==> config.mk <==
export PLATFORM = sky130hd
export DESIGN_NAME = instr_encoder
export DESIGN_NICKNAME = d
export VERILOG_FILES = /design/src/rtl/instr_encoder.sv
export SDC_FILE = /design/constraint.sdc
export NUM_CORES = 1
export LEC_CHECK = 0
export CORE_ASPECT_RATIO = 1.25
export CORE_MARGIN = 3
export CORE_UTILIZATION = 30
export CTS_CLUSTER_DIAMETER = 80
export CTS_CLUSTER_SIZE = 25
export DETAILED_ROUTE_END_ITERATION = 6
export GPL_TIMING_DRIVEN = 0
export PLACE_DENSITY_LB_ADDON = 0.25
export SLEW_MARGIN = 0
export SYNTH_ARGS = -nofsm -noshare
export SYNTH_HDL_FRONTEND = slang
export SYNTH_SLANG_ARGS = --single-unit
==> constraint.sdc <==
create_clock -name clk -period 3.85 [get_ports clk]
set_input_delay 0.77 -clock clk [delete_from_list [all_inputs] [get_ports clk]]
set_output_delay 0.77 -clock clk [all_outputs]
set_load 0.02 [all_outputs]
==> src/rtl/instr_encoder.sv <==
// Instruction encoder/loader: packs mnemonic requests into 32-bit instruction words
// and writes them sequentially into instruction memory (IDLE -> ENC -> WRITE).
module instr_encoder #(
   parameter int ADDR_W    = 6,
   parameter int BASE_ADDR = 0
) (
   input  logic              clk,
   input  logic              reset,
   input  logic              clear,
   input  logic              req_valid,
   output logic              req_ready,
   input  logic [3:0]        req_kind,
   input  logic [3:0]        req_cond,
   input  logic              req_s,
   input  logic              req_use_imm,
   input  logic [3:0]        req_rd,
   input  logic [3:0]        req_rn,
   input  logic [3:0]        req_rm,
   input  logic [3:0]        req_ra,
   input  logic [23:0]       req_imm,
   output logic              im_we,
   output logic [ADDR_W-1:0] im_addr,
   output logic [31:0]       im_wd,
   output logic              full,
   output logic              err_illegal
);

   localparam logic [ADDR_W-1:0] BASE_PTR = ADDR_W'(BASE_ADDR);
   localparam logic [ADDR_W:0]   DEPTH    = (ADDR_W+1)'(1) << ADDR_W;

   typedef enum logic [1:0] {IDLE, ENC, WRITE} state_t;

   state_t            state, state_nxt;
   logic [3:0]        kind_p0, cond_p0, rd_p0, rn_p0, rm_p0, ra_p0;
   logic              s_p0, use_imm_p0;
   logic [23:0]       imm_p0;
   logic [31:0]       word_p0, word_p1;
   logic              illegal_p0;
   logic [ADDR_W-1:0] ptr;
   logic [ADDR_W:0]   count;
   logic              accept;

   function automatic logic [31:0] encode(input logic [3:0] kind, cond, rd, rn, rm, ra,
                                          input logic s, use_imm,
                                          input logic [23:0] imm);
      logic [31:0] w;
      logic [3:0]  cmd;
      logic [2:0]  op;
      logic [11:0] src2;
      w    = {cond, 28'h0};
      cmd  = 4'b0000;
      op   = 3'b000;
      src2 = use_imm ? {4'h0, imm[7:0]} : {8'h00, rm};
      case (kind)
         4'd0, 4'd1, 4'd2, 4'd3, 4'd4, 4'd5: begin
            case (kind)
               4'd0:    cmd = 4'b0100;
               4'd1:    cmd = 4'b0010;
               4'd2:    cmd = 4'b0000;
               4'd3:    cmd = 4'b1100;
               4'd4:    cmd = 4'b1010;
               default: cmd = 4'b1011;
            endcase
            w = {cond, 2'b00, use_imm, cmd, s, rn, rd, src2};
         end
         4'd6, 4'd7, 4'd8, 4'd9, 4'd10: begin
            case (kind)
               4'd6:    op = 3'b000;
               4'd7:    op = 3'b100;
               4'd8:    op = 3'b110;
               4'd9:    op = 3'b101;
               default: op = 3'b111;
            endcase
            // Plain MUL has no accumulate register, so its Ra field is zero.
            w = {cond, 4'b0000, op, s, rd, (kind == 4'd6) ? 4'h0 : ra, rm, 4'b1001, rn};
         end
         4'd11, 4'd12: w = {cond, 7'b0101_100, kind == 4'd11, rn, rd, imm[11:0]};
         4'd13:        w = {cond, 4'b1010, imm};
         default:      w = {cond, 28'h0};
      endcase
      return w;
   endfunction

   function automatic logic is_illegal(input logic [3:0] kind, rd, ra,
                                       input logic use_imm,
                                       input logic [23:0] imm);
      logic alu, mul, mem;
      alu = (kind <= 4'd5);
      mul = (kind >= 4'd6) && (kind <= 4'd10);
      mem = (kind == 4'd11) || (kind == 4'd12);
      return (kind >= 4'd14)
          || (alu && use_imm && (|imm[23:8]))
          || (mem && (|imm[23:12]))
          || (mul && ((rd == 4'hF) || (ra == 4'hF)));
   endfunction

   assign full        = (count == DEPTH);
   assign req_ready   = (state == IDLE) && !full && !clear && !reset;
   assign accept      = req_valid && req_ready;
   assign word_p0     = encode(kind_p0, cond_p0, rd_p0, rn_p0, rm_p0, ra_p0,
                               s_p0, use_imm_p0, imm_p0);
   assign illegal_p0  = is_illegal(kind_p0, rd_p0, ra_p0, use_imm_p0, imm_p0);
   assign im_we       = (state == WRITE) && !clear && !reset;
   assign im_addr     = im_we ? ptr : '0;
   assign im_wd       = im_we ? word_p1 : 32'h0;
   assign err_illegal = (state == ENC) && illegal_p0 && !clear && !reset;

   always_comb begin
      state_nxt = state;
      case (state)
         IDLE:    if (accept) state_nxt = ENC;
         ENC:     state_nxt = (clear || illegal_p0) ? IDLE : WRITE;
         WRITE:   state_nxt = IDLE;
         default: state_nxt = IDLE;
      endcase
   end

   always_ff @(posedge clk) begin
      if (reset) begin
         state <= IDLE;
         ptr   <= BASE_PTR;
         count <= '0;
      end else begin
         state <= state_nxt;
         if (clear) begin
            ptr   <= BASE_PTR;
            count <= '0;
         end else if (state == WRITE) begin
            ptr   <= ptr + 1'b1;
            count <= count + 1'b1;
         end
      end
   end

   // Stage p0: request fields held for encoding
   always_ff @(posedge clk) begin
      if (accept) begin
         kind_p0    <= req_kind;
         cond_p0    <= req_cond;
         s_p0       <= req_s;
         use_imm_p0 <= req_use_imm;
         rd_p0      <= req_rd;
         rn_p0      <= req_rn;
         rm_p0      <= req_rm;
         ra_p0      <= req_ra;
         imm_p0     <= req_imm;
      end
   end

   // Stage p1: encoded word held for the write cycle
   always_ff @(posedge clk) begin
      if (state == ENC) word_p1 <= word_p0;
   end

endmodule

==> results.rst <==
.. list-table::
   :header-rows: 1

   * - Metric
     - Value
   * - Slew margin rel.
     - 40.0%
   * - Number of buffers added for setup after CTS
     - 0
   * - Achievable Freq
     - 289 MHz
   * - Leakage dissipation
     - 1.91 nW
   * - Largest net degree at the start of global routing
     - 43
   * - Run status
     - completed
   * - Register area share after synthesis
     - 68.8%
   * - Delay of the slowest critical-path stage
     - 0.61 ns
   * - Area of the placeable core
     - 12900 um2
   * - Std cell rows
     - 46
   * - Clock latency reported for the late side of the worst-skew pair
     - 0.33 ns
   * - Vertical die dimension
     - 135 um
   * - RSZ-0062 raised after global routing
     - false
   * - Synth area leader
     - sky130_fd_sc_hd__edfxtp_1
   * - Via count of the first global-routing pass
     - 2714
   * - Routed WL per cell
     - 14.5 um
   * - Number of library cell types mapped by synthesis
     - 46
   * - Combinational group share of total power
     - 5.3%
   * - Ys async rst share
     - 0%
   * - Reported net switching power
     - 0.000454 W
   * - Via density
     - 4.55
   * - Wire length of the first global-routing pass
     - 13300 um
   * - Final worst slack
     - 0.384 ns
   * - Internal power
     - 0.00175 W
   * - Post-synthesis register bit count
     - 97
   * - Class of the most critical hold timing path
     - flop to flop
   * - Top-Level Pins
     - 96
   * - Slowest-stage cell, CP
     - sky130_fd_sc_hd__clkdlybuf4s50_1
   * - Pre-Repair DR Iteration Count
     - 5
   * - Worst endpoint data arrival time
     - 2.70 ns
   * - Xor/xnor cell area share of the yosys netlist
     - 1.96%
   * - Warnings, synthesis
     - 0
   * - Share of Yosys cell area claimed by the top area cell type
     - 61.3%
   * - Placed Cells incl. Taps
     - 564
   * - Number of antenna violations at the first check in global routing
     - 0
   * - Number of buffers and inverters on the critical path
     - 4
   * - Fraction of final layout cells with drive strength greater than 1
     - 8.50%
   * - P&R area growth vs syn
     - 37.3%
   * - Clock slew seen by the registers of the worst setup and hold paths
     - 0.07 ns
   * - Peak supply drop
     - 169 uV
   * - Antenna cell count
     - 0
   * - Detailed-route via count
     - 2637
   * - Cell Count, Final, Fillers Out
     - 580
   * - Main area contributors after synthesis
     - sky130_fd_sc_hd__edfxtp_1, sky130_fd_sc_hd__dfxtp_1, sky130_fd_sc_hd__and2_1
   * - Setup crit start kind
     - primary input
   * - Final weighted congestion of routability-driven global placement
     - 0.810
   * - Share of the clock period used by the worst path after layout
     - 90.0%
   * - Residual overflow from global routing
     - 0
   * - HPWL reported at the end of detailed placement
     - 6640 um
   * - Remaining design rule violation count
     - 0
   * - Worst Max-Slew Pin Slew
     - 0.898 ns
   * - Worst reg2reg startpoint
     - count[0]
   * - Required time of the critical path
     - 3.08 ns
   * - Synth Instances
     - 300
   * - Worst hold slack after final layout
     - 0.421 ns
   * - Sequence of cells on the critical path
     - clkdlybuf4s50_1 > nor3b_2 > buf_2 > buf_2 > and2_1 > clkdlybuf4s50_1
   * - Beginning of the critical path
     - clear
   * - Count of hold-fix buffers inserted at cts
     - 0
   * - Switching share of power
     - 20.5%
   * - # nets final
     - 464
   * - Critical path capture point type
     - primary output
   * - Quantity of I/O buffers inserted on ports
     - 95
   * - Hold_sp
     - cond_p0[0]
   * - Final-report hold violation count
     - 0
   * - Post-synthesis compound-gate area fraction
     - 9.75%
   * - Max clock buf depth
     - 2
   * - Share of synthesized area spent on multiplexers
     - 0.529%
   * - Sequential cell fraction of total power
     - 53.4%
   * - Crit-path leading delay family
     - buffers and inverters
   * - Largest family of logic cells by synthesized area
     - simple AND/OR/NAND/NOR gates
   * - Post-synth EDFFs
     - 82
   * - Initial Util
     - 31.2%
   * - Most used flip-flop cell after synthesis
     - sky130_fd_sc_hd__edfxtp_1
   * - Nets in the synthesized netlist
     - 357
   * - Overall fraction of global-route tracks in use
     - 11.8%
   * - Crit-path max FO
     - 10
   * - Number of clock sinks
     - 97
   * - Max_cap viols
     - 0
   * - Clock share of power
     - 41.3%
   * - Wire length after detailed routing
     - 8430 um
   * - Setup violation total in the final timing report
     - 0
   * - Post-Synth Simple-Gate Area
     - 15.8%
   * - Area enclosed by the die boundary
     - 14800 um2
   * - Number of DRC markers after the initial detailed-route iteration
     - 155
   * - CTS Root Cell
     - sky130_fd_sc_hd__clkbuf_16
   * - Final ANT Viol Nets
     - 0
   * - PwrDens
     - 400 nW/um2
   * - Clock buffers created by TritonCTS
     - 9
   * - # resized after CTS
     - 0
   * - CTS tree
     - yes
   * - Synthesized cell area
     - 4020 um2
   * - Mean cell area of the mapped netlist
     - 13.4 um2
   * - Final period demand of the worst path
     - 3.47 ns
   * - Floorplan die width
     - 110 um
   * - Startpoint-to-endpoint class of the critical path
     - primary input to primary output
   * - Clock Skews
     - 0.00825 ns
   * - Arithmetic-cell share of the synthesized area counting full adders, half adders and majority gates
     - 0.934%
   * - Htree depth
     - 3
   * - Post-placement setup slack
     - 0.352 ns
   * - Max-slew violation count
     - 0
==> path summary, 6_finish.rpt <==
| check | end | slack (ns) | depth (start not counted) |
|---|---|---|---|
| min reg2reg | word_p1[28] | 0.42 | 0 |
| min | word_p1[28] | 0.42 | 0 |
| max | im_wd[18] | 0.38 | 6 |
| max reg2reg | rm_p0[0] | 1.80 | 6 |
==> Yosys cell counts, types with 6 or more instances <==
master	count
sky130_fd_sc_hd__a21o_1	6
sky130_fd_sc_hd__edfxtp_1	82
sky130_fd_sc_hd__a21oi_1	9
sky130_fd_sc_hd__nor2_1	16
sky130_fd_sc_hd__o21ai_0	11
sky130_fd_sc_hd__nand2_1	20
sky130_fd_sc_hd__dfxtp_1	15
sky130_fd_sc_hd__buf_2	6
sky130_fd_sc_hd__a22o_1	9
sky130_fd_sc_hd__a22oi_1	8
sky130_fd_sc_hd__inv_1	7
sky130_fd_sc_hd__and2_1	42
sky130_fd_sc_hd__nor2b_1	8
==> per-stage QoR <==
stage                     total power, W  utilization, %  TNS [ns]  instance area [um2]
after floorplan                  0.00124               -         0                 4020
after global routing             0.00229            42.8         0                 5520
after global placement           0.00132            40.2    -16.56                 5180
after detailed placement         0.00132            40.4         0                 5210
after CTS                        0.00224            42.8         0                 5520
final                            0.00221            42.8         0                 5520
==> placed cells by master, fill, tap and decap left out, drive strengths merged, types with 2 or more instances in the layout <==
master,n
xor2,5
nand4,3
ha,3
or2,2
and2,42
o21ai,15
and3,2
nand2,21
a22o,9
nand2b,3
nor4,6
nand3b,2
clkbuf,14
buf,9
nor2,16
edfxtp,82
clkdlybuf4s50,95
a21oi,9
nor2b,8
nor3,2
a22oi,8
a21o,6
inv,11
clkinvlp,2
dfxtp,15
or3,2
xnor2,4
==> registers in the layout, summed over array words and instances (netlist names) <==
name and count:
use_imm_p0 1, count 7, ptr 6, rm_p0 4, cond_p0 4, kind_p0 4, word_p1 32, s_p0 1
rd_p0 4, ra_p0 4, state 2, imm_p0 24, rn_p0 4
==> power groups by stage <==
stage	combinational [W]	sequential, W	clock (W)
3_3_place_gp	0.000116	0.00120	0
3_5_place_dp	0.000120	0.00120	0
2_1_floorplan	0.0000453	0.00120	0
6_report	0.000118	0.00118	0.000912
4_1_cts	0.000121	0.00118	0.000942
5_1_grt	0.000130	0.00118	0.000977
==> per-layer routing <==
metal	global-route usage [%]	share of wire, %	wire length [um]
met5	0	0	0
met4	5.27	2.5	208
met3	2.96	5.8	486
met2	20.3	51	4330
met1	13.8	40	3410
==> cells by family after synthesis <==
family | count (synthesis)
AND/OR/NAND/NOR | 113
flip-flops | 97
adder cells (fa/ha/maj) | 3
XOR/XNOR | 9
buffers and inverters | 20
AO/OA/AOI/OAI | 56
multiplexers | 2
==> cell type report <==
| class | instances | area, um2 |
|---|---|---|
| Clock buffer | 9 | 225 |
| Clock inverter | 7 | 85.1 |
| Buffer | 13 | 63.8 |
| Timing Repair Buffer | 96 | 971 |
| Tap cell | 168 | 210 |
| Multi-Input combinational cell | 183 | 1170 |
| Fill cell | 1209 | 7370 |
| Sequential cell | 97 | 2760 |
| Inverter | 7 | 26.3 |
(Power assumes the default switching activity.)
